File: src/rtl/ad_ip_jesd204_tpl_adc_deframer.sv
// JESD204 receive transport layer: deframes lane beats into per-channel 16-bit
// samples, applies data-format conversion and runs a PN9 monitor per channel.
module ad_ip_jesd204_tpl_adc_deframer #(
  parameter int NUM_LANES            = 4,
  parameter int NUM_CHANNELS         = 2,
  parameter int SAMPLES_PER_FRAME    = 1,
  parameter int CONVERTER_RESOLUTION = 16,
  parameter int BITS_PER_SAMPLE      = 16,
  parameter int OCTETS_PER_BEAT      = 4,
  parameter int PN_LOCK_COUNT        = 16,
  parameter int PN_LOSS_COUNT        = 4,
  localparam int F   = NUM_CHANNELS * SAMPLES_PER_FRAME * BITS_PER_SAMPLE / (8 * NUM_LANES),
  localparam int FPB = OCTETS_PER_BEAT / F,
  localparam int DPW = FPB * SAMPLES_PER_FRAME
) (
  input  logic                                   clk,
  input  logic                                   resetn,
  input  logic                                   link_valid,
  input  logic [NUM_LANES*8*OCTETS_PER_BEAT-1:0] link_data,
  input  logic [NUM_CHANNELS-1:0]                enable,
  input  logic                                   adc_dfmt_type,
  input  logic                                   adc_dfmt_se,
  output logic [NUM_CHANNELS-1:0]                adc_valid,
  output logic [NUM_CHANNELS*16*DPW-1:0]         adc_data,
  input  logic [NUM_CHANNELS-1:0]                pn_err_clr,
  output logic [NUM_CHANNELS-1:0]                pn_oos,
  output logic [NUM_CHANNELS-1:0]                pn_err
);

  localparam int NP    = BITS_PER_SAMPLE;
  localparam int N     = CONVERTER_RESOLUTION;
  localparam int S     = SAMPLES_PER_FRAME;
  localparam int LW    = 8 * OCTETS_PER_BEAT;
  localparam int FW    = 8 * F * NUM_LANES;
  localparam int BW    = 16 * DPW;
  localparam int CNT_W = $clog2((PN_LOCK_COUNT > PN_LOSS_COUNT ? PN_LOCK_COUNT : PN_LOSS_COUNT) + 1);
  localparam logic [15:0] EXT_MASK = 16'(~((32'd1 << N) - 32'd1));

  typedef enum logic {PN_OOS, PN_SYNC} pn_state_t;

  function automatic logic [15:0] format_sample(input logic [NP-1:0] smp,
                                                input logic dtype, input logic se);
    logic [N-1:0] raw;
    logic [15:0]  r;
    raw = smp[NP-1 -: N];
    if (dtype) raw[N-1] = ~raw[N-1];
    r = 16'(raw);
    if (se && raw[N-1]) r = r | EXT_MASK;
    return r;
  endfunction

  // Continues the PN9 stream (b[n] = b[n-5] ^ b[n-9]) from the last 9 bits seen;
  // seed[0] is the most recent bit, output sample t at [t*16 +: 16], MSB first.
  function automatic logic [BW-1:0] pn9_beat(input logic [8:0] seed);
    logic [8:0]    h;
    logic          nb;
    logic [BW-1:0] r;
    // NOTE: blocking assignments are right here: h is a temporary that must update within one evaluation.
    h = seed;
    r = '0;
    for (int t = 0; t < DPW; t++) begin
      for (int i = 15; i >= 0; i--) begin
        nb          = h[4] ^ h[8];
        r[t*16 + i] = nb;
        h           = {h[7:0], nb};
      end
    end
    return r;
  endfunction

  logic [NUM_CHANNELS*DPW*NP-1:0] df_flat;
  logic [NUM_CHANNELS*DPW*NP-1:0] s1_data;
  logic [NUM_CHANNELS*BW-1:0]     fmt_flat;
  logic [NUM_CHANNELS*BW-1:0]     s2_data;
  logic                           s1_valid;
  logic                           s2_valid;

  for (genvar k = 0; k < FPB; k++) begin : g_frame
    logic [FW-1:0] frame;
    for (genvar i = 0; i < NUM_LANES; i++) begin : g_lane
      for (genvar j = 0; j < F; j++) begin : g_oct
        assign frame[FW-1-(i*F+j)*8 -: 8] = link_data[i*LW + (k*F+j)*8 +: 8];
      end
    end
    for (genvar m = 0; m < NUM_CHANNELS; m++) begin : g_conv
      for (genvar s = 0; s < S; s++) begin : g_smp
        assign df_flat[(m*DPW + k*S + s)*NP +: NP] = frame[FW-1-(m*S+s)*NP -: NP];
      end
    end
  end

  for (genvar n = 0; n < NUM_CHANNELS * DPW; n++) begin : g_fmt
    assign fmt_flat[n*16 +: 16] = format_sample(s1_data[n*NP +: NP], adc_dfmt_type, adc_dfmt_se);
  end

  // NOTE: sample registers are reset too, so adc_data reads zero straight out of reset.
  always_ff @(posedge clk) begin
    if (!resetn) begin
      s1_valid <= 1'b0;
      s2_valid <= 1'b0;
      s1_data  <= '0;
      s2_data  <= '0;
    end else begin
      s1_valid <= link_valid;
      s1_data  <= df_flat;
      s2_valid <= s1_valid;
      s2_data  <= fmt_flat;
    end
  end

  for (genvar m = 0; m < NUM_CHANNELS; m++) begin : g_pn
    logic [BW-1:0]    beat;
    logic [BW-1:0]    expected;
    logic [8:0]       seed;
    logic             seeded;
    logic             match;
    pn_state_t        state;
    logic [CNT_W-1:0] cnt;
    logic             oos;
    logic             err;

    assign adc_valid[m]           = s2_valid & enable[m];
    assign adc_data[m*BW +: BW]   = enable[m] ? s2_data[m*BW +: BW] : '0;
    assign beat                   = s2_data[m*BW +: BW];
    assign expected               = pn9_beat(seed);
    assign match                  = (beat == expected) && (beat != '0);
    assign pn_oos[m]              = oos;
    assign pn_err[m]              = err;

    always_ff @(posedge clk) begin
      if (!resetn) begin
        state  <= PN_OOS;
        cnt    <= '0;
        oos    <= 1'b1;
        err    <= 1'b0;
        seeded <= 1'b0;
        seed   <= '0;
      end else begin
        // A fresh mismatch outranks a simultaneous clear.
        err <= (err & ~pn_err_clr[m]) | (s2_valid & seeded & (state == PN_SYNC) & ~match);
        if (s2_valid) begin
          seeded <= 1'b1;
          seed   <= beat[(DPW-1)*16 +: 9];
          if (seeded) begin
            case (state)
              PN_OOS: begin
                if (!match) begin
                  cnt <= '0;
                end else if (cnt == CNT_W'(PN_LOCK_COUNT - 1)) begin
                  state <= PN_SYNC;
                  oos   <= 1'b0;
                  cnt   <= '0;
                end else begin
                  cnt <= cnt + 1'b1;
                end
              end
              PN_SYNC: begin
                if (match) begin
                  cnt <= '0;
                end else if (cnt == CNT_W'(PN_LOSS_COUNT - 1)) begin
                  state <= PN_OOS;
                  oos   <= 1'b1;
                  cnt   <= '0;
                end else begin
                  cnt <= cnt + 1'b1;
                end
              end
              default: state <= PN_OOS;
            endcase
          end
        end
      end
    end
  end

endmodule

File: config.mk
export PLATFORM = sky130hd
export DESIGN_NAME = ad_ip_jesd204_tpl_adc_deframer
export DESIGN_NICKNAME = d
export VERILOG_FILES = /design/src/rtl/ad_ip_jesd204_tpl_adc_deframer.sv
export SDC_FILE = /design/constraint.sdc
export NUM_CORES = 1
export LEC_CHECK = 0
export CORE_ASPECT_RATIO = 1.25
export CORE_MARGIN = 5
export CORE_UTILIZATION = 58
export CTS_CLUSTER_SIZE = 40
export DETAILED_ROUTE_END_ITERATION = 12
export DONT_BUFFER_PORTS = 1
export HOLD_SLACK_MARGIN = 0.08
export PLACE_DENSITY = 0.86
export SETUP_SLACK_MARGIN = 0.5
export SYNTH_ARGS = -nofsm -noshare
export SYNTH_HDL_FRONTEND = slang
export SYNTH_SLANG_ARGS = --single-unit
File: constraint.sdc
create_clock -name clk -period 3.2 [get_ports clk]
set_input_delay 0.96 -clock clk [delete_from_list [all_inputs] [get_ports clk]]
set_output_delay 0.96 -clock clk [all_outputs]
set_load 0.03 [all_outputs]
==> results of run 1 <==
==> power groups by stage <==
stage	clock (uW)	sequential, uW	combinational [uW]
2_1_floorplan	0	3950	724
3_3_place_gp	0	4010	847
3_5_place_dp	0	4010	865
4_1_cts	3330	3930	897
5_1_grt	3470	3940	1040
6_report	3290	3930	982
==> layout make-up <==
class,instances,area [um^2]
Antenna cell,4,10.0
Clock buffer,41,811
Clock inverter,10,109
Fill cell,1622,6590
Inverter,16,60.1
Multi-Input combinational cell,987,8110
Sequential cell,293,5910
Tap cell,292,365
Timing Repair Buffer,172,1530
==> per-layer routing <==
layer	share of wire [%]	wire length, um	global-route usage (%)
met5	0	0	0
met4	6.5	2520	15.0
met2	53	20300	49.5
met3	6.5	2530	5.37
met1	34	13300	27.4
==> metrics by stage <==
stage | setup slack [ns] | cells
after floorplan | 0.238 | 1380
after global placement | -0.138 | 1707
after detailed placement | -0.216 | 1707
after CTS | 0.00432 | 1776
after global routing | -0.236 | 1814
final | -0.0412 | 1815
==> how the worst max path moves through the flow <==
stage | from | to | cells past startpoint
global route | g_pn[1].seed[6] | g_pn[1].cnt[3] | 15
CTS | g_pn[0].seed[6] | g_pn[0].cnt[4] | 13
detailed placement | g_pn[1].seed[0] | g_pn[1].cnt[1] | 11
finish | g_pn[1].seed[6] | g_pn[1].cnt[3] | 14
global placement | g_pn[0].seed[4] | g_pn[0].cnt[4] | 9
floorplan | g_pn[1].seed[1] | g_pn[1].cnt[1] | 12
==> cells by family (layout without fill, tap and decap cells) <==
family                     after synthesis  in the layout  share of synthesized area [%]
AOI/OAI and AO/OA                       76             76                           3.87
and+or+nand+nor                        642            642                           27.7
DFF                                    293            293                           42.8
muxes                                   42             42                           3.10
buffers and inverters                  100            239                           3.21
xor gates and xnor gates               221            221                           18.7
other                                    0              4                              0
adders and majority gates                6              6                          0.548
==> synthesized netlist by cell type (3+ instances only) <==
master     number
a31oi_1         3
a211oi_1        3
or2_1           6
nand3_1        28
a311oi_1        4
buf_2          10
xnor2_4         3
nor3_1         17
nand4b_1        3
nand4_1        14
mux2i_1        40
nor2_1         53
xnor3_1        25
clkbuf_1       58
ha_1            6
o21ai_1         3
a22oi_1         3
nor4_1         42
buf_1           3
and3_1         13
a21oi_1        16
o22ai_1         3
and4_1          3
o21ai_0         9
o2111ai_1       4
nor2b_1         5
inv_1          16
o211ai_1        7
buf_4          12
nor3b_1         4
or3_1          12
xor3_1          9
xnor2_2        13
and2_1        389
nand2b_1        8
xnor2_1       120
nand2_1        30
or2_2           4
nand3b_1        3
xor2_1         51
a221oi_1        3
dfxtp_1       293
==> timing repair <==
item | 4_1_cts | 5_1_grt
gates cloned | 0 | 1
setup buffers | 18 | 34
endpoints found under the setup margin | 16 | 16
pin swaps | 17 | 48
gates resized for setup | 36 | 81
==> flip-flops by register name, summed over array words and instances (netlist names) <==
name and count:
g_pn.seed 18, g_pn.seeded 1, g_pn.cnt 10, s2_valid 1
s1_data 128, g_pn.state 2, g_pn.err 2, s2_data 128
g_pn.oos 2, s1_valid 1
==> flow_metrics.py, run 1 <==
metrics = {
    "status": {
        "status": "finished, violations left",
        "violations": "setup timing",
    },
    "sta": {
        "fmax_mhz": 309,
        "setup_viol": 2,
        "fin_ws_ns": -0.0412,
        "hold_ws_ns": 0.411,
        "setup_tns_ns": -0.0646,
        "finalHoldViolCount": 0,
        "finalCritPeriodShare_pct": 101,
        "final_max_slew_viol_count": 0,
        "timing.slew.headroom_pct": 46.6,
        "worst_pin_slew_ns": 0.799,
        "rsz0062_at_grt": "true",
        "period_needed_ns": 3.24,
        "clock-skew-final_ns": 0.0243,
    },
    "synth": {
        "syn_area_per_cell_um2": 9.93,
        "synth_area_leader_cell": "dfxtp_1",
        "ys_warn_count": 0,
        "synthFlopType": "dfxtp_1",
        "syn_area_um2": 13700,
        "async_flop_share_pct": 0,
        "ys_top_cells_by_area": "dfxtp_1, and2_1, xnor2_1",
        "synth-seq-cells": 293,
        "ys_types": 67,
        "postSynthCellCount": 1380,
        "ys_seq_area_share_pct": 42.8,
        "synth_edf_count": 0,
        "syn_nets": 1523,
        "yosysTopAreaCellShare_pct": 42.8,
    },
    "power_and_ir_drop": {
        "powerDensity_nw_per_um2": 485,
        "power_uw": 8200,
        "swShare_pct": 24.5,
        "switchingPower_uw": 2010,
        "leakage_uw": 0.00706,
        "internal-power_uw": 6200,
        "combinationalPowerShare_pct": 12.0,
        "seqPwrFrac_pct": 48.0,
        "clock_power_share_pct": 40.1,
        "vdd_drop_max_mv": 0.474,
    },
    "critical_path": {
        "cp_max_fo": 6,
        "r2r-end": "g_pn[1].cnt[3]",
        "worstPathRequired_ns": 3.69,
        "worstPathCellList": "buf_12, xnor2_4, buf_6, xor3_1, buf_6, or4b_4, o311a_4, a31o_4, a21oi_4, nand4_1, mux2i_2, buf_4, nand4_1, nand3_2",
        "r2r_slack_ns": -0.04,
        "cp_slowest_cell": "or4b_4",
        "cp_top_family": "simple AND/OR/NAND/NOR gates",
        "setup.worst_path.end_class": "flop",
        "arrival_ns": 3.73,
        "rr_startpoint": "g_pn[1].seed[6]",
        "cp-start-kind": "flop",
        "critical_path_buf_inv_count": 4,
        "path_class": "flop to flop",
        "worstRegToRegCells": 14,
        "slowest_delay_ns": 0.48,
    },
    "route": {
        "viasPerCell": 5.64,
        "drt-total-wl_um": 38700,
        "drtIter0Drc": 578,
        "wire_per_inst_um": 21.3,
        "first_pass_iters": 5,
        "post-route-drc-count": 0,
        "ant_nets": 0,
        "dr_total_vias": 10200,
    },
    "worst_hold_path": {
        "hold_depth": 1,
        "whs_endpoint": "s2_data[88]",
        "hold_start": "s1_data[88]",
        "hold_class": "flop to flop",
    },
    "cts": {
        "path_clk_slew_ns": 0.07,
        "cts_root_buffer": "clkbuf_16",
        "tritoncts": "done",
        "cts_htree_levels": 1,
        "hold_buffers": 0,
        "clk_latency_ns": 0.54,
        "cts_buffers": 28,
        "clock-sinks": 293,
        "clockBufferDepth": 3,
    },
    "die": {
        "die_area_um2": 26800,
        "die_x_um": 147,
        "rows": 63,
        "ioPinCount": 271,
        "coreArea_um2": 23500,
        "initial_core_util_pct": 58.3,
        "die-height_um": 182,
    },
    "placed_design": {
        "placed_cell_area_um2": 14900,
        "port-buffer-count": 0,
        "gp_congestion": 0.988,
        "dp_hpwl_um": 27500,
    },
    "cells_and_area": {
        "fin_util_pct": 72.0,
        "fin_area_um2": 16900,
        "drive_gt1_share_pct": 22.1,
        "mostFrequentLayoutCells": "and2_1, dfxtp_1, buf_4, xnor2_1, nor2_1",
        "area_growth_pct": 23.3,
        "fin_nets": 1641,
        "layout_commonest_cell": "and2_1",
    },
    "run": {
        "maxCapViolCount": 0,
    },
    "grt": {
        "antenna_found_initial": 3,
        "grt-ovfl-total": 0,
        "track_usage_pct": 26.5,
        "grt_first_pass_wirelength_um": 56100,
        "grt_pass1_vias": 10300,
        "grt_max_degree": 261,
    },
}
(Power assumes the default switching activity.)
==> run 2: changes to the inputs <==
--- a/config.mk
+++ b/config.mk
@@ -7,12 +7,13 @@
 export LEC_CHECK = 0
 export CORE_ASPECT_RATIO = 1.25
 export CORE_MARGIN = 5
-export CORE_UTILIZATION = 58
+export CORE_UTILIZATION = 60
 export CTS_CLUSTER_SIZE = 40
 export DETAILED_ROUTE_END_ITERATION = 12
 export DONT_BUFFER_PORTS = 1
 export HOLD_SLACK_MARGIN = 0.08
 export PLACE_DENSITY = 0.86
+export REMOVE_ABC_BUFFERS = 1
 export SETUP_SLACK_MARGIN = 0.5
 export SYNTH_ARGS = -nofsm -noshare
 export SYNTH_HDL_FRONTEND = slang
==> constraint.sdc (replaced) <==
create_clock -name clk -period 3.8 [get_ports clk]
set_input_delay 1.14 -clock clk [delete_from_list [all_inputs] [get_ports clk]]
set_output_delay 1.14 -clock clk [all_outputs]
set_load 0.03 [all_outputs]
==> run 2 against run 1 <==
  * The flow now finishes without violations
  * Core utilization fell by 1.6 points
  * Routed wire length fell by 11%
  * Critical path depth fell by 3
  * Via count fell by 5.4%
  * Hold slack improved by 0.019 ns
  * Global-route usage fell by 1.7 points
  * Sequential share of layout area rose by 2.6 points
  * Clock power fell by 21%
  * Clock skew fell by 0.017 ns
  * Sequential cell count did not move
  * Critical endpoint is now g_pn[1].state
==> flow_metrics.py, run 2 (same netlist as run 1, synthesis figures left out) <==
metrics = {
    "status": {
        "status": "finished clean",
    },
    "critical_path": {
        "path_class": "flop to flop",
        "worstRegToRegCells": 11,
        "path_depth": 11,
        "slowest_delay_ns": 0.49,
        "critical_path_buf_inv_count": 2,
        "cp_max_fo": 6,
        "setup.worst_path.end_class": "flop",
        "r2r-end": "g_pn[1].state",
        "worstPathCellList": "buf_4, xnor2_4, xor3_2, or4b_1, o311a_1, a31o_2, a21oi_2, nand4_1, buf_4, or2_1, a21oi_1",
        "endpoint": "g_pn[1].state",
        "cp_top_family": "simple AND/OR/NAND/NOR gates",
        "r2r_slack_ns": 0.56,
        "rr_startpoint": "g_pn[1].seed[1]",
        "arrival_ns": 3.70,
        "cp-start-kind": "flop",
        "worstSetupStartpoint": "g_pn[1].seed[1]",
        "cp_slowest_cell": "or4b_1",
        "worstPathRequired_ns": 4.26,
        "cpMostUsedCell": "buf_4",
    },
    "route": {
        "first_pass_iters": 5,
        "dr_total_vias": 9680,
        "ant_nets": 0,
        "drtIter0Drc": 452,
        "viasPerCell": 5.69,
        "post-route-drc-count": 0,
        "wire_per_inst_um": 20.2,
        "drt-total-wl_um": 34400,
    },
    "cells_and_area": {
        "fin_area_um2": 15700,
        "layout_commonest_cell": "and2_1",
        "fin_nets": 1543,
        "drive_gt1_share_pct": 15.1,
        "mostFrequentLayoutCells": "and2_1, dfxtp_1, xnor2_1, buf_4, nor2_1",
        "finalNonFillerCells": 1700,
        "area_growth_pct": 14.8,
        "largestRegisters": "s1_data: 128 flops, s2_data: 128 flops, g_pn.seed: 18 flops",
    },
    "placed_design": {
        "port-buffer-count": 0,
        "place_ws_ns": 0.209,
        "dp.cells": 1621,
        "gp_congestion": 0.951,
        "placed_cell_area_um2": 14000,
        "dp_hpwl_um": 24900,
    },
    "cts": {
        "path_clk_slew_ns": 0.06,
        "hold_buffers": 0,
        "cts_buffers": 27,
        "clk_latency_ns": 0.53,
        "tritoncts": "done",
        "cts_htree_levels": 1,
        "cts_root_buffer": "clkbuf_16",
        "clock-sinks": 293,
        "clockBufferDepth": 3,
    },
    "sta": {
        "clock-skew-final_ns": 0.00682,
        "final_max_slew_viol_count": 0,
        "setup_tns_ns": 0,
        "finalHoldViolCount": 0,
        "fmax_mhz": 308,
        "finalCritPeriodShare_pct": 85.3,
        "setup_viol": 0,
        "timing.slew.headroom_pct": 47.1,
        "hold_ws_ns": 0.430,
        "period_needed_ns": 3.24,
        "worst_pin_slew_ns": 0.786,
        "rsz0062_at_grt": "true",
        "fin_ws_ns": 0.557,
    },
    "grt": {
        "grt-ovfl-total": 0,
        "grt_pass1_vias": 9554,
        "grt_max_degree": 261,
        "grt_first_pass_wirelength_um": 51800,
        "track_usage_pct": 24.8,
        "antenna_found_initial": 2,
    },
    "die": {
        "ioPinCount": 271,
        "initial_core_util_pct": 61.3,
        "die_area_um2": 26000,
        "coreArea_um2": 22400,
        "die_x_um": 145,
        "rows": 61,
        "die-height_um": 179,
    },
    "power_and_ir_drop": {
        "powerDensity_nw_per_um2": 422,
        "leakage_uw": 0.00646,
        "vdd_drop_max_mv": 0.394,
    },
    "worst_hold_path": {
        "hold_class": "flop to flop",
    },
    "run": {
        "maxCapViolCount": 0,
    },
}
run 2: layout make-up:
class	count	area (um^2)
multi-input cells	987	7910
fillers	1584	6620
flip-flops and latches	293	5920
clock buffers	35	746
repair buffers	75	643
well taps	283	354
clock inverters	9	105
inverters	16	60.1
diodes	2	5.00
run 2: worst min path at each step:
stage	end	cells after the start	from	slack (ns)
final	s2_data[16]	1	s1_data[16]	0.43
after global routing	s2_data[53]	1	s1_data[53]	0.44
after detailed placement	s2_data[13]	1	s1_data[13]	0.42
after CTS	s2_data[100]	1	s1_data[100]	0.43
after global placement	s2_data[57]	1	s1_data[57]	0.41
after floorplan	s2_data[13]	1	s1_data[13]	0.41
run 2: power by group:
group          internal, uW  switching (uW)  total, uW
logic                   348             392        740
clock network          1510            1090       2600
registers              3200             108       3310
run 2: timing repair:
| action | in CTS | in global routing |
|---|---|---|
| setup endpoints to repair | 16 | 15 |
| pin swaps | 8 | 36 |
| setup buffers | 7 | 26 |
| resized for setup | 43 | 79 |
run 2: stage by stage:
| step | total power (uW) | utilization [%] |
|---|---|---|
| floorplan | 3870 | - |
| detailed placement | 4040 | 62.6 |
| global route | 6900 | 70.4 |
| global placement | 4020 | 62.6 |
| finish | 6650 | 70.4 |
| CTS | 6640 | 67.5 |
run 2: per-layer routing:
| layer | vias to the layer above | global-route usage (%) | share of wire (%) |
|---|---|---|---|
| met5 | - | 0 | 0 |
| li1 | 4603 | - | - |
| met2 | 417 | 46.7 | 52 |
| met4 | 0 | 11.6 | 5.6 |
| met3 | 147 | 4.70 | 6.7 |
| met1 | 4513 | 26.8 | 36 |
